`src/rtl/ctrl_pkg.sv`:
```
// Shared encodings for the multi-cycle MIPS controller and its data path:
// FSM state codes, opcode/funct values, ALU operation and mux-select codes.
package ctrl_pkg;

   typedef enum logic [4:0] {
      ST_IF       = 5'd0,
      ST_ID       = 5'd1,
      ST_EX_R     = 5'd2,
      ST_WB_R     = 5'd3,
      ST_EX_I     = 5'd4,
      ST_WB_I     = 5'd5,
      ST_MEM_ADDR = 5'd6,
      ST_MEM_RD   = 5'd7,
      ST_WB_LW    = 5'd8,
      ST_MEM_WR   = 5'd9,
      ST_BR       = 5'd10,
      ST_J        = 5'd11,
      ST_JAL      = 5'd12,
      ST_JR       = 5'd13,
      ST_LUI      = 5'd14,
      ST_ERROR    = 5'd31
   } state_t;

   // Opcodes (Inst_R[31:26])
   localparam logic [5:0] OP_RTYPE = 6'b000000;
   localparam logic [5:0] OP_LW    = 6'b100011;
   localparam logic [5:0] OP_SW    = 6'b101011;
   localparam logic [5:0] OP_BEQ   = 6'b000100;
   localparam logic [5:0] OP_BNE   = 6'b000101;
   localparam logic [5:0] OP_J     = 6'b000010;
   localparam logic [5:0] OP_JAL   = 6'b000011;
   localparam logic [5:0] OP_ADDI  = 6'b001000;
   localparam logic [5:0] OP_ANDI  = 6'b001100;
   localparam logic [5:0] OP_ORI   = 6'b001101;
   localparam logic [5:0] OP_SLTI  = 6'b001010;
   localparam logic [5:0] OP_LUI   = 6'b001111;

   // R-type funct codes (Inst_R[5:0])
   localparam logic [5:0] FN_ADD = 6'b100000;
   localparam logic [5:0] FN_SUB = 6'b100010;
   localparam logic [5:0] FN_AND = 6'b100100;
   localparam logic [5:0] FN_OR  = 6'b100101;
   localparam logic [5:0] FN_NOR = 6'b100111;
   localparam logic [5:0] FN_SLT = 6'b101010;
   localparam logic [5:0] FN_SRL = 6'b000010;
   localparam logic [5:0] FN_XOR = 6'b100110;
   localparam logic [5:0] FN_JR  = 6'b001000;

   // ALU_operation codes
   localparam logic [2:0] ALU_AND = 3'b000;
   localparam logic [2:0] ALU_OR  = 3'b001;
   localparam logic [2:0] ALU_ADD = 3'b010;
   localparam logic [2:0] ALU_XOR = 3'b011;
   localparam logic [2:0] ALU_NOR = 3'b100;
   localparam logic [2:0] ALU_SRL = 3'b101;
   localparam logic [2:0] ALU_SUB = 3'b110;
   localparam logic [2:0] ALU_SLT = 3'b111;

   // Mux selects
   localparam logic [1:0] REGDST_RT  = 2'b00;
   localparam logic [1:0] REGDST_RD  = 2'b01;
   localparam logic [1:0] REGDST_RA  = 2'b10;
   localparam logic [1:0] M2R_ALUOUT = 2'b00;
   localparam logic [1:0] M2R_MDR    = 2'b01;
   localparam logic [1:0] M2R_PC     = 2'b10;
   localparam logic [1:0] M2R_LUI    = 2'b11;
   localparam logic [1:0] SRCB_RT    = 2'b00;
   localparam logic [1:0] SRCB_FOUR  = 2'b01;
   localparam logic [1:0] SRCB_IMM   = 2'b10;
   localparam logic [1:0] SRCB_IMMSH = 2'b11;
   localparam logic [1:0] PCSRC_ALU  = 2'b00;
   localparam logic [1:0] PCSRC_OUT  = 2'b01;
   localparam logic [1:0] PCSRC_JMP  = 2'b10;
   localparam logic [1:0] PCSRC_RS   = 2'b11;

   // Instruction decode captured in ID and held for the rest of the instruction
   typedef struct packed {
      logic [2:0] alu_op;
      logic       illegal;
      logic       is_lw;
      logic       is_beq;
      logic       ovf_chk;
   } decode_t;

endpackage

```
`src/rtl/alu_op_decode.sv`:
```
// Combinational opcode/funct to ALU_operation decode, with an illegal-funct
// flag for R-type and a flag marking the signed ops that can overflow.
module alu_op_decode
   import ctrl_pkg::*;
(
   input  logic [5:0] OPcode,
   input  logic [5:0] Fun,
   output logic [2:0] alu_op,
   output logic       illegal,
   output logic       ovf_chk
);

   // Table lookup; unlisted R-type funct is illegal and falls back to add
   always_comb begin
      alu_op  = ALU_ADD;
      illegal = 1'b0;
      ovf_chk = 1'b0;
      if (OPcode == OP_RTYPE) begin
         case (Fun)
            FN_ADD:  begin alu_op = ALU_ADD; ovf_chk = 1'b1; end
            FN_SUB:  begin alu_op = ALU_SUB; ovf_chk = 1'b1; end
            FN_AND:  alu_op = ALU_AND;
            FN_OR:   alu_op = ALU_OR;
            FN_NOR:  alu_op = ALU_NOR;
            FN_SLT:  alu_op = ALU_SLT;
            FN_SRL:  alu_op = ALU_SRL;
            FN_XOR:  alu_op = ALU_XOR;
            default: illegal = 1'b1;
         endcase
      end else begin
         case (OPcode)
            OP_ADDI: begin alu_op = ALU_ADD; ovf_chk = 1'b1; end
            OP_ANDI: alu_op = ALU_AND;
            OP_ORI:  alu_op = ALU_OR;
            OP_SLTI: alu_op = ALU_SLT;
            default: alu_op = ALU_ADD;
         endcase
      end
   end

endmodule

```
`src/rtl/multi_cycle_ctrl.sv`:
```
// Multi-cycle MIPS control FSM: sequences IF/ID/EX/MEM/WB and drives every
// data-path control input. Outputs are decoded from the registered state and
// the decode latched in ID; IRWrite/PCWrite in IF follow MIO_ready directly.
// Optional: define OVERFLOW_TRAP_EN to trap add/sub/addi overflow to ERROR.
module multi_cycle_ctrl
   import ctrl_pkg::*;
#(
   parameter int unsigned STATE_W = 5
) (
   input  logic               clk,
   input  logic               reset,
   input  logic [5:0]         OPcode,
   input  logic [5:0]         Fun,
   input  logic               zero,
   input  logic               overflow,
   input  logic               MIO_ready,
   output logic               MemRead,
   output logic               MemWrite,
   output logic               CPU_MIO,
   output logic               IorD,
   output logic               IRWrite,
   output logic [1:0]         RegDst,
   output logic               RegWrite,
   output logic [1:0]         MemtoReg,
   output logic               ALUSrcA,
   output logic [1:0]         ALUSrcB,
   output logic [1:0]         PCSource,
   output logic               PCWrite,
   output logic               PCWriteCond,
   output logic               Branch,
   output logic [2:0]         ALU_operation,
   output logic               exc,
   output logic [STATE_W-1:0] state_out
);

   state_t     state;
   decode_t    dec_q;
   logic [2:0] dec_alu_op;
   logic       dec_illegal;
   logic       dec_ovf_chk;
   logic       trap;
   logic       unused_inputs;

   alu_op_decode u_alu_op_decode (
      .OPcode  (OPcode),
      .Fun     (Fun),
      .alu_op  (dec_alu_op),
      .illegal (dec_illegal),
      .ovf_chk (dec_ovf_chk)
   );

`ifdef OVERFLOW_TRAP_EN
   logic ovf_q;
   assign trap          = ovf_q;
   assign unused_inputs = zero;
`else
   assign trap          = 1'b0;
   assign unused_inputs = ^{zero, overflow, dec_q.ovf_chk};
`endif

   assign state_out = STATE_W'(state);

   // State sequencing, decode capture in ID, overflow sampling in EX
   always_ff @(posedge clk) begin
      if (reset) begin
         state <= ST_IF;
         dec_q <= '0;
`ifdef OVERFLOW_TRAP_EN
         ovf_q <= 1'b0;
`endif
      end else begin
         case (state)
            ST_IF: if (MIO_ready) state <= ST_ID;
            ST_ID: begin
               dec_q.alu_op  <= dec_alu_op;
               dec_q.illegal <= dec_illegal;
               dec_q.is_lw   <= (OPcode == OP_LW);
               dec_q.is_beq  <= (OPcode == OP_BEQ);
               dec_q.ovf_chk <= dec_ovf_chk;
               case (OPcode)
                  OP_RTYPE:                         state <= (Fun == FN_JR) ? ST_JR : ST_EX_R;
                  OP_LW, OP_SW:                     state <= ST_MEM_ADDR;
                  OP_BEQ, OP_BNE:                   state <= ST_BR;
                  OP_J:                             state <= ST_J;
                  OP_JAL:                           state <= ST_JAL;
                  OP_ADDI, OP_ANDI, OP_ORI, OP_SLTI: state <= ST_EX_I;
                  OP_LUI:                           state <= ST_LUI;
                  default:                          state <= ST_ERROR;
               endcase
            end
            ST_EX_R: begin
`ifdef OVERFLOW_TRAP_EN
               ovf_q <= dec_q.ovf_chk & overflow;
`endif
               state <= dec_q.illegal ? ST_ERROR : ST_WB_R;
            end
            ST_EX_I: begin
`ifdef OVERFLOW_TRAP_EN
               ovf_q <= dec_q.ovf_chk & overflow;
`endif
               state <= ST_WB_I;
            end
            ST_WB_R, ST_WB_I: state <= trap ? ST_ERROR : ST_IF;
            ST_MEM_ADDR:      state <= dec_q.is_lw ? ST_MEM_RD : ST_MEM_WR;
            ST_MEM_RD:        if (MIO_ready) state <= ST_WB_LW;
            ST_MEM_WR:        if (MIO_ready) state <= ST_IF;
            ST_WB_LW, ST_BR, ST_J, ST_JAL, ST_JR, ST_LUI: state <= ST_IF;
            ST_ERROR:         state <= ST_ERROR;
            default:          state <= ST_ERROR;
         endcase
      end
   end

   // Moore output decode; reset forces every enable and select to idle
   always_comb begin
      MemRead       = 1'b0;
      MemWrite      = 1'b0;
      IorD          = 1'b0;
      IRWrite       = 1'b0;
      RegDst        = REGDST_RT;
      RegWrite      = 1'b0;
      MemtoReg      = M2R_ALUOUT;
      ALUSrcA       = 1'b0;
      ALUSrcB       = SRCB_RT;
      PCSource      = PCSRC_ALU;
      PCWrite       = 1'b0;
      PCWriteCond   = 1'b0;
      Branch        = 1'b0;
      ALU_operation = ALU_ADD;
      exc           = 1'b0;
      if (!reset) begin
         case (state)
            ST_IF: begin
               MemRead = 1'b1;
               ALUSrcB = SRCB_FOUR;
               IRWrite = MIO_ready;
               PCWrite = MIO_ready;
            end
            ST_ID: ALUSrcB = SRCB_IMMSH;
            ST_EX_R: begin
               ALUSrcA       = 1'b1;
               ALU_operation = dec_q.alu_op;
            end
            ST_WB_R: begin
               RegDst   = REGDST_RD;
               RegWrite = !trap;
            end
            ST_EX_I: begin
               ALUSrcA       = 1'b1;
               ALUSrcB       = SRCB_IMM;
               ALU_operation = dec_q.alu_op;
            end
            ST_WB_I: RegWrite = !trap;
            ST_MEM_ADDR: begin
               ALUSrcA = 1'b1;
               ALUSrcB = SRCB_IMM;
            end
            ST_MEM_RD: begin
               MemRead = 1'b1;
               IorD    = 1'b1;
            end
            ST_WB_LW: begin
               MemtoReg = M2R_MDR;
               RegWrite = 1'b1;
            end
            ST_MEM_WR: begin
               MemWrite = 1'b1;
               IorD     = 1'b1;
            end
            ST_BR: begin
               ALUSrcA       = 1'b1;
               ALU_operation = ALU_SUB;
               PCWriteCond   = 1'b1;
               PCSource      = PCSRC_OUT;
               Branch        = dec_q.is_beq;
            end
            ST_J: begin
               PCSource = PCSRC_JMP;
               PCWrite  = 1'b1;
            end
            ST_JAL: begin
               PCSource = PCSRC_JMP;
               PCWrite  = 1'b1;
               RegDst   = REGDST_RA;
               MemtoReg = M2R_PC;
               RegWrite = 1'b1;
            end
            ST_JR: begin
               PCSource = PCSRC_RS;
               PCWrite  = 1'b1;
            end
            ST_LUI: begin
               MemtoReg = M2R_LUI;
               RegWrite = 1'b1;
            end
            ST_ERROR: exc = 1'b1;
            default:  exc = 1'b1;
         endcase
      end
      CPU_MIO = MemRead | MemWrite;
   end

endmodule

```
`config.mk`:
```
export PLATFORM = sky130hd
export DESIGN_NAME = multi_cycle_ctrl
export DESIGN_NICKNAME = d
export VERILOG_FILES = /design/src/rtl/ctrl_pkg.sv /design/src/rtl/alu_op_decode.sv /design/src/rtl/multi_cycle_ctrl.sv
export SDC_FILE = /design/constraint.sdc
export NUM_CORES = 1
export LEC_CHECK = 0
export BUFFER_PORTS_ARGS = -buffer_cell sky130_fd_sc_hd__buf_2
export CORE_UTILIZATION = 55
export DETAILED_ROUTE_END_ITERATION = 12
export MAX_ROUTING_LAYER = met4
export PLACE_DENSITY_LB_ADDON = 0.12
export RECOVER_POWER = 100
export SETUP_SLACK_MARGIN = 0.5
export SLEW_MARGIN = 20
export SYNTH_ARGS = -nofsm -noshare
export SYNTH_HDL_FRONTEND = slang
export SYNTH_SLANG_ARGS = --single-unit
```
`constraint.sdc`:
```
create_clock -name clk -period 4.11 [get_ports clk]
set_input_delay 0 -clock clk [delete_from_list [all_inputs] [get_ports clk]]
set_output_delay 0 -clock clk [all_outputs]
set_load 0.02 [all_outputs]
```
Word level (Yosys, flattened, before mapping)
Cells that the tools add are included.
{"block": "word_totals", "register_bits": 11, "in_bits": 17, "elab_cells": 103}
{"block": "op_classes", "n_eq_ne": 37, "mux": 43, "n_bitwise": 1, "n_reduce_logical": 17}
{"op": "$eq 6x6->1 const B", "count": 9}
{"op": "$pmux 5 s8", "count": 1}
{"op": "$eq 6x4->1 const B", "count": 6}
{"op": "$eq 5x4->1 const B", "count": 7}
{"op": "$pmux 5 s7", "count": 1}
{"op": "$mux 1", "count": 21}
{"op": "$pmux 3 s7", "count": 1}
{"op": "$eq 5x3->1 const B", "count": 4}
{"op": "$mux 5", "count": 4}
{"op": "$eq 6x2->1 const B", "count": 3}
{"op": "$pmux 2 s3", "count": 3}
{"op": "$reduce_or 8->1", "count": 2}
{"op": "$reduce_or 15->1", "count": 1}
{"op": "$reduce_or 2->1", "count": 7}
{"op": "$eq 6x3->1 const B", "count": 2}
{"op": "$eq 5x2->1 const B", "count": 2}
{"op": "$pmux 3 s3", "count": 1}
{"op": "$mux 2", "count": 4}
{"op": "$mux 4", "count": 2}
{"op": "$reduce_or 4->1", "count": 2}
{"op": "$logic_not 6->1", "count": 1}
{"op": "$mux 3", "count": 2}
{"op": "$ne 2x2->1 const B", "count": 3}
{"op": "$pmux 3 s2", "count": 1}
{"op": "8 further kinds", "count": 8}

Logic depth before layout (Yosys ltp)
{"block": "logic_depth", "ltp_word": 5, "depth_mapped": 6, "ltp_nobuf": 5}

Hierarchy
From an unflattened synthesis, not the netlist that was laid out.
{"block": "hier_totals", "hier_cells": 194, "hier_area_um2": 1358.8}
{"module": "multi_cycle_ctrl", "instances": 1, "cells_each": 159, "area_each_um2": 1113.6}
{"module": "alu_op_decode", "instances": 1, "cells_each": 35, "area_each_um2": 245.2}

Worst setup path before layout
No wires, ideal clock.
{"block": "synth_timing", "kind": "register to output", "startpoint": "register state[4] (netlist: state_out[4])", "endpoint": "output port Branch", "arrival_time_ns": 1.752, "t_required_ns": 4.110, "path_slack_ns": 2.358, "stages_incl_launch_ff": 6, "path_buffers": 1, "path_cell_list": "dfxtp_1 buf_2 nor3_1 nand2_1 nor3_1 and2_1"}
{"block": "synth_via", "elab_chain_cells": 3}
{"element": "from (decl)", "line_no": "multi_cycle_ctrl.sv:36", "source": "state_t state;"}
{"element": "from (signal assigned)", "line_no": "multi_cycle_ctrl.sv:81", "source": "OP_RTYPE: state <= (Fun == FN_JR) ? ST_JR : ST_EX_R;"}
{"element": "from (signal assigned)", "line_no": "multi_cycle_ctrl.sv:95", "source": "state <= dec_q.illegal ? ST_ERROR : ST_WB_R;"}
{"element": "from (signal assigned)", "line_no": "multi_cycle_ctrl.sv:103", "source": "ST_WB_R, ST_WB_I: state <= trap ? ST_ERROR : ST_IF;"}
{"element": "$eq 5x4->1", "line_no": "multi_cycle_ctrl.sv:132", "source": "case (state)"}
{"element": "$mux 1", "line_no": "multi_cycle_ctrl.sv:132"}
{"element": "$mux 1", "line_no": "multi_cycle_ctrl.sv:131", "source": "if (!reset) begin"}
{"element": "to (decl)", "line_no": "multi_cycle_ctrl.sv:30", "source": "output logic Branch,"}
Every way passes these cells.

Worst setup path after layout
{"block": "layout_timing", "startpoint": "register state[0] (netlist: state_out[0])", "endpoint": "register state[0] (netlist: state_out[0])"}
{"block": "layout_via", "elab_chain_cells": 3, "elab_cells_between_ends": 21, "classes_between": "eq/ne: 17; mux: 1; reduce/logical: 3"}
{"element": "$eq 5x4->1 (tied with other cells)", "line_no": "multi_cycle_ctrl.sv:72", "source": "case (state)"}
{"element": "$reduce_or 8->1 (no line) / $ne 2x2->1 (equally long branches)"}
{"element": "$pmux 5 s8 / $reduce_and 3->1 (equally long branches)"}
Parallel ways exist; a longest one is shown, timed or not.
A chain may end at the register's enable or synchronous reset.

==> results.txt <==
----------------------------------------------------
[Pwr]
  Sequential cell fraction of total power ... 0.287
  Power density over the cells ... 561 nW/um^2
  Switch share ... 0.565
  Part of the power in the clock network ... 0.088
  Net switching power ... 468 uW
  Comb pwr share ... 0.626
  Static power due to leakage ... 0.515 nW
  Max IR drop VDD ... 0.318 mV
  Internal ... 360 uW
  Final total power ... 828 uW

[Timing]
  RSZ-0062 raised after global routing ... false
  Highest Clock Rate ... 366 MHz
  Finish-stage setup viols ... 0
  Setup total negative slack ... 0 ns
  Min Tclk post-route ... 2.73 ns
  Final Hold Violating Endpoints ... 0
  Share of the cycle needed by the critical path after routing ... 0.664
  Setup Skew ... 0.00275 ns
  Count of final max-slew check failures ... 0
  Pin slew with the least headroom to its limit ... 1.47 ns
  Relative slew slack ... 0.0121

[Floorplan]
  Total I/O pin count ... 44
  Horizontal die dimension ... 51.7 um
  Area of the core ... 2280 um^2
  Number of core rows ... 17
  Effective utilization at floorplan ... 0.596
  Full die area ... 2670 um^2
  Die height ... 51.7 um

[Yosys]
  Syn. warnings ... 0
  Synth Register Bits ... 11
  Instance count of the mapped netlist ... 196
  Primary FF master, synth ... sky130_fd_sc_hd__dfxtp_1
  Syn Area/Cell ... 6.92 um^2
  Syn Nets ... 213
  Register area share after synthesis ... 0.162
  Number of enable flip-flop cells after synthesis ... 0
  Share of synthesized registers carrying an async set or reset ... 0
  Count of different cell masters after synthesis ... 56
  Area of the mapped netlist ... 1360 um^2

[Detailed routing]
  Antenna Violating Nets Remaining ... 0
  Total number of vias ... 1,575
  Final wirelength ... 3570 um
  Number of DRC markers after the initial detailed-route iteration ... 64
  Remaining design rule violation count ... 0
  First-pass DRT Iterations ... 4
  Routed length per instance ... 14.2 um
  Via/cell ratio ... 6.25

[Clock network]
  Clk sink count ... 11
  Clock-pin slew on the worst setup and hold paths ... 0.07 ns
  Max Buffers Root-to-Sink ... 2
  Post-CTS setup buffers ... 0
  Clock latency reported for the late side of the worst-skew pair ... 0.26 ns
  Clock Root Buffer ... sky130_fd_sc_hd__clkbuf_4
  Htree depth ... 1
  Num CTS Buffers ... 3
  Number of gates resized after cts ... 0
  Total of hold buffers inserted after clock tree synthesis ... 0
  CTS tree ... yes

[Place]
  Detailed-placement wirelength estimate ... 2620 um
  Quantity of I/O buffers inserted on ports ... 41
  Placer congestion estimate ... 0.949
  Placed cell areas ... 1510 um^2

[Worst setup path]
  Arr. time, crit path ... 2.91 ns
  Gate family responsible for the most delay along the worst path ... simple AND/OR/NAND/NOR gates
  Critical path type ... reg -> reg
  Endpoint kind of the worst setup timing path ... flop
  Cell-by-cell listing of the critical path ... nand2b_2 -> nor4_1 -> a41oi_1 -> a221oi_1
  Critical Path Fanout Max ... 19
  Critical path's slowest cell ... sky130_fd_sc_hd__nor4_1
  Sum of buffers and inverters on the critical path ... 0
  Worst Setup SP ... state_out[0]
  Longest individual stage delay on the worst path ... 1.14 ns
  Worst endpoint required time ... 4.28 ns
  Startpoint of the lowest-slack register-to-register path ... state_out[0]
  Category of the worst setup path launch point ... flop

[Layout]
  Post-layout net count ... 242
  Ant. Diodes ... 0
  Syn-to-layout area delta ... 8.76%
  Summed area of non-filler cells in the final layout ... 1480 um^2
  Share of cells above drive strength 1 ... 0.125

[Status]
  Failing checks ... max-capacitance violations
  Run status ... complete, but fails checks

[GRT]
  Pin count of the biggest net entering global routing ... 24
  Antenna violations before repair ... 0
  GR Util All Layers ... 0.278
  Number of global-route vias before repair ... 1,312
  First-pass GRT wire length ... 5650 um
  Total congestion overflow after global routing ... 0

[Run]
  Max-cap violation count ... 1

[Min path]
  Type of the tightest min-delay check ... in -> reg
  Launch point of the worst hold path ... Fun[1]

----------------------------------------------------
-- layout by cell type (no fill, tap or decap), types with 3 or more instances in the layout --
cell,count
sky130_fd_sc_hd__a32oi_1,3
sky130_fd_sc_hd__inv_1,6
sky130_fd_sc_hd__a21oi_1,12
sky130_fd_sc_hd__clkbuf_1,28
sky130_fd_sc_hd__nor2_1,19
sky130_fd_sc_hd__o21ai_0,9
sky130_fd_sc_hd__a31oi_1,3
sky130_fd_sc_hd__nand2b_1,10
sky130_fd_sc_hd__buf_2,14
sky130_fd_sc_hd__and3_1,4
sky130_fd_sc_hd__nand3b_1,3
sky130_fd_sc_hd__nand2_1,15
sky130_fd_sc_hd__nand3_1,6
sky130_fd_sc_hd__nand4b_1,3
sky130_fd_sc_hd__nand4_1,4
sky130_fd_sc_hd__nor4_1,4
sky130_fd_sc_hd__dfxtp_1,11
sky130_fd_sc_hd__or3_1,6
sky130_fd_sc_hd__nor3_1,16
sky130_fd_sc_hd__nor2b_1,4
sky130_fd_sc_hd__clkbuf_4,3
-- logic make-up after synthesis --
family | Yosys count | share of synthesized area
AND/OR/NAND/NOR | 110 | 0.482
flip-flops | 11 | 0.162
AO/OA/AOI/OAI | 50 | 0.262
buffers and inverters | 23 | 0.0812
XOR/XNOR | 2 | 0.0129
-- power groups by stage --
stage | clock network [mW] | logic [mW] | registers [mW]
global route | 0.0790 | 0.563 | 0.245
floorplan | 0 | 0.469 | 0.191
finish | 0.0726 | 0.518 | 0.237
CTS | 0.0729 | 0.542 | 0.242
detailed placement | 0 | 0.539 | 0.246
global placement | 0 | 0.529 | 0.239
-- sequential cells by signal (all words and copies together) (netlist names) --
name	cells
dec_q	6
state_out	5
-- worst reg2reg max path, cell delays in order (launching register included) --
cell and delay, ns:
sky130_fd_sc_hd__dfxtp_1 0.75, sky130_fd_sc_hd__nand2b_2 0.19, sky130_fd_sc_hd__nor4_1 1.14, sky130_fd_sc_hd__a41oi_1 0.25, sky130_fd_sc_hd__a221oi_1 0.32
-- synthesized netlist by cell type, types with 3 or more instances --
| master | instances | area [um^2] |
|---|---|---|
| sky130_fd_sc_hd__buf_2 | 7 | 35.0 |
| sky130_fd_sc_hd__nand2b_1 | 10 | 62.6 |
| sky130_fd_sc_hd__inv_1 | 6 | 22.5 |
| sky130_fd_sc_hd__a32oi_1 | 3 | 26.3 |
| sky130_fd_sc_hd__nand3_1 | 6 | 30.0 |
| sky130_fd_sc_hd__nand4b_1 | 3 | 26.3 |
| sky130_fd_sc_hd__nor2b_1 | 4 | 25.0 |
| sky130_fd_sc_hd__nand3b_1 | 3 | 22.5 |
| sky130_fd_sc_hd__nor2_1 | 19 | 71.3 |
| sky130_fd_sc_hd__a31oi_1 | 3 | 18.8 |
| sky130_fd_sc_hd__or3_1 | 6 | 37.5 |
| sky130_fd_sc_hd__clkbuf_1 | 7 | 26.3 |
| sky130_fd_sc_hd__dfxtp_1 | 11 | 220 |
| sky130_fd_sc_hd__o21ai_0 | 9 | 45.0 |
| sky130_fd_sc_hd__and3_1 | 4 | 25.0 |
| sky130_fd_sc_hd__nand4_1 | 3 | 18.8 |
| sky130_fd_sc_hd__nor4_1 | 3 | 18.8 |
| sky130_fd_sc_hd__nor3_1 | 16 | 80.1 |
| sky130_fd_sc_hd__a21oi_1 | 12 | 60.1 |
| sky130_fd_sc_hd__nand2_1 | 15 | 56.3 |
-- through the flow --
step | hold slack [ns] | setup WS [ns] | instances | utilization
after floorplan | 0.174 | 2.36 | 196 | -
after global placement | 0.342 | 2.19 | 248 | 0.663
after detailed placement | 0.350 | 2.15 | 248 | 0.663
after CTS | 0.0728 | 1.95 | 252 | 0.675
after global routing | 0.101 | 1.24 | 252 | 0.648
final | 0.0712 | 1.38 | 252 | 0.648
-- cell type report --
class / count / area [um^2]
fillers: 226 / 801
flip-flops and latches: 11 / 220
clock buffers: 4 / 26.3
well taps: 28 / 35.0
inverters: 6 / 22.5
repair buffers: 41 / 171
multi-input cells: 162 / 1000
-- path summary, 6_finish.rpt --
check | to | slack [ns] | cells past startpoint
max | state_out[0] | 1.38 | 4
min | dec_q[6] | 0.07 | 3
max reg2reg | state_out[0] | 1.38 | 4
min reg2reg | dec_q[6] | 0.48 | 2
-- metal layers --
| metal | part of all wire | vias up | GRT usage |
|---|---|---|---|
| li1 | - | 792 | - |
| met1 | 0.44 | 710 | 0.342 |
| met2 | 0.49 | 65 | 0.487 |
| met3 | 0.054 | 8 | 0.0146 |
| met4 | 0.014 | 0 | 0.0856 |
| met5 | 0 | - | - |
No activity file was read; power rests on OpenSTA's default activity.
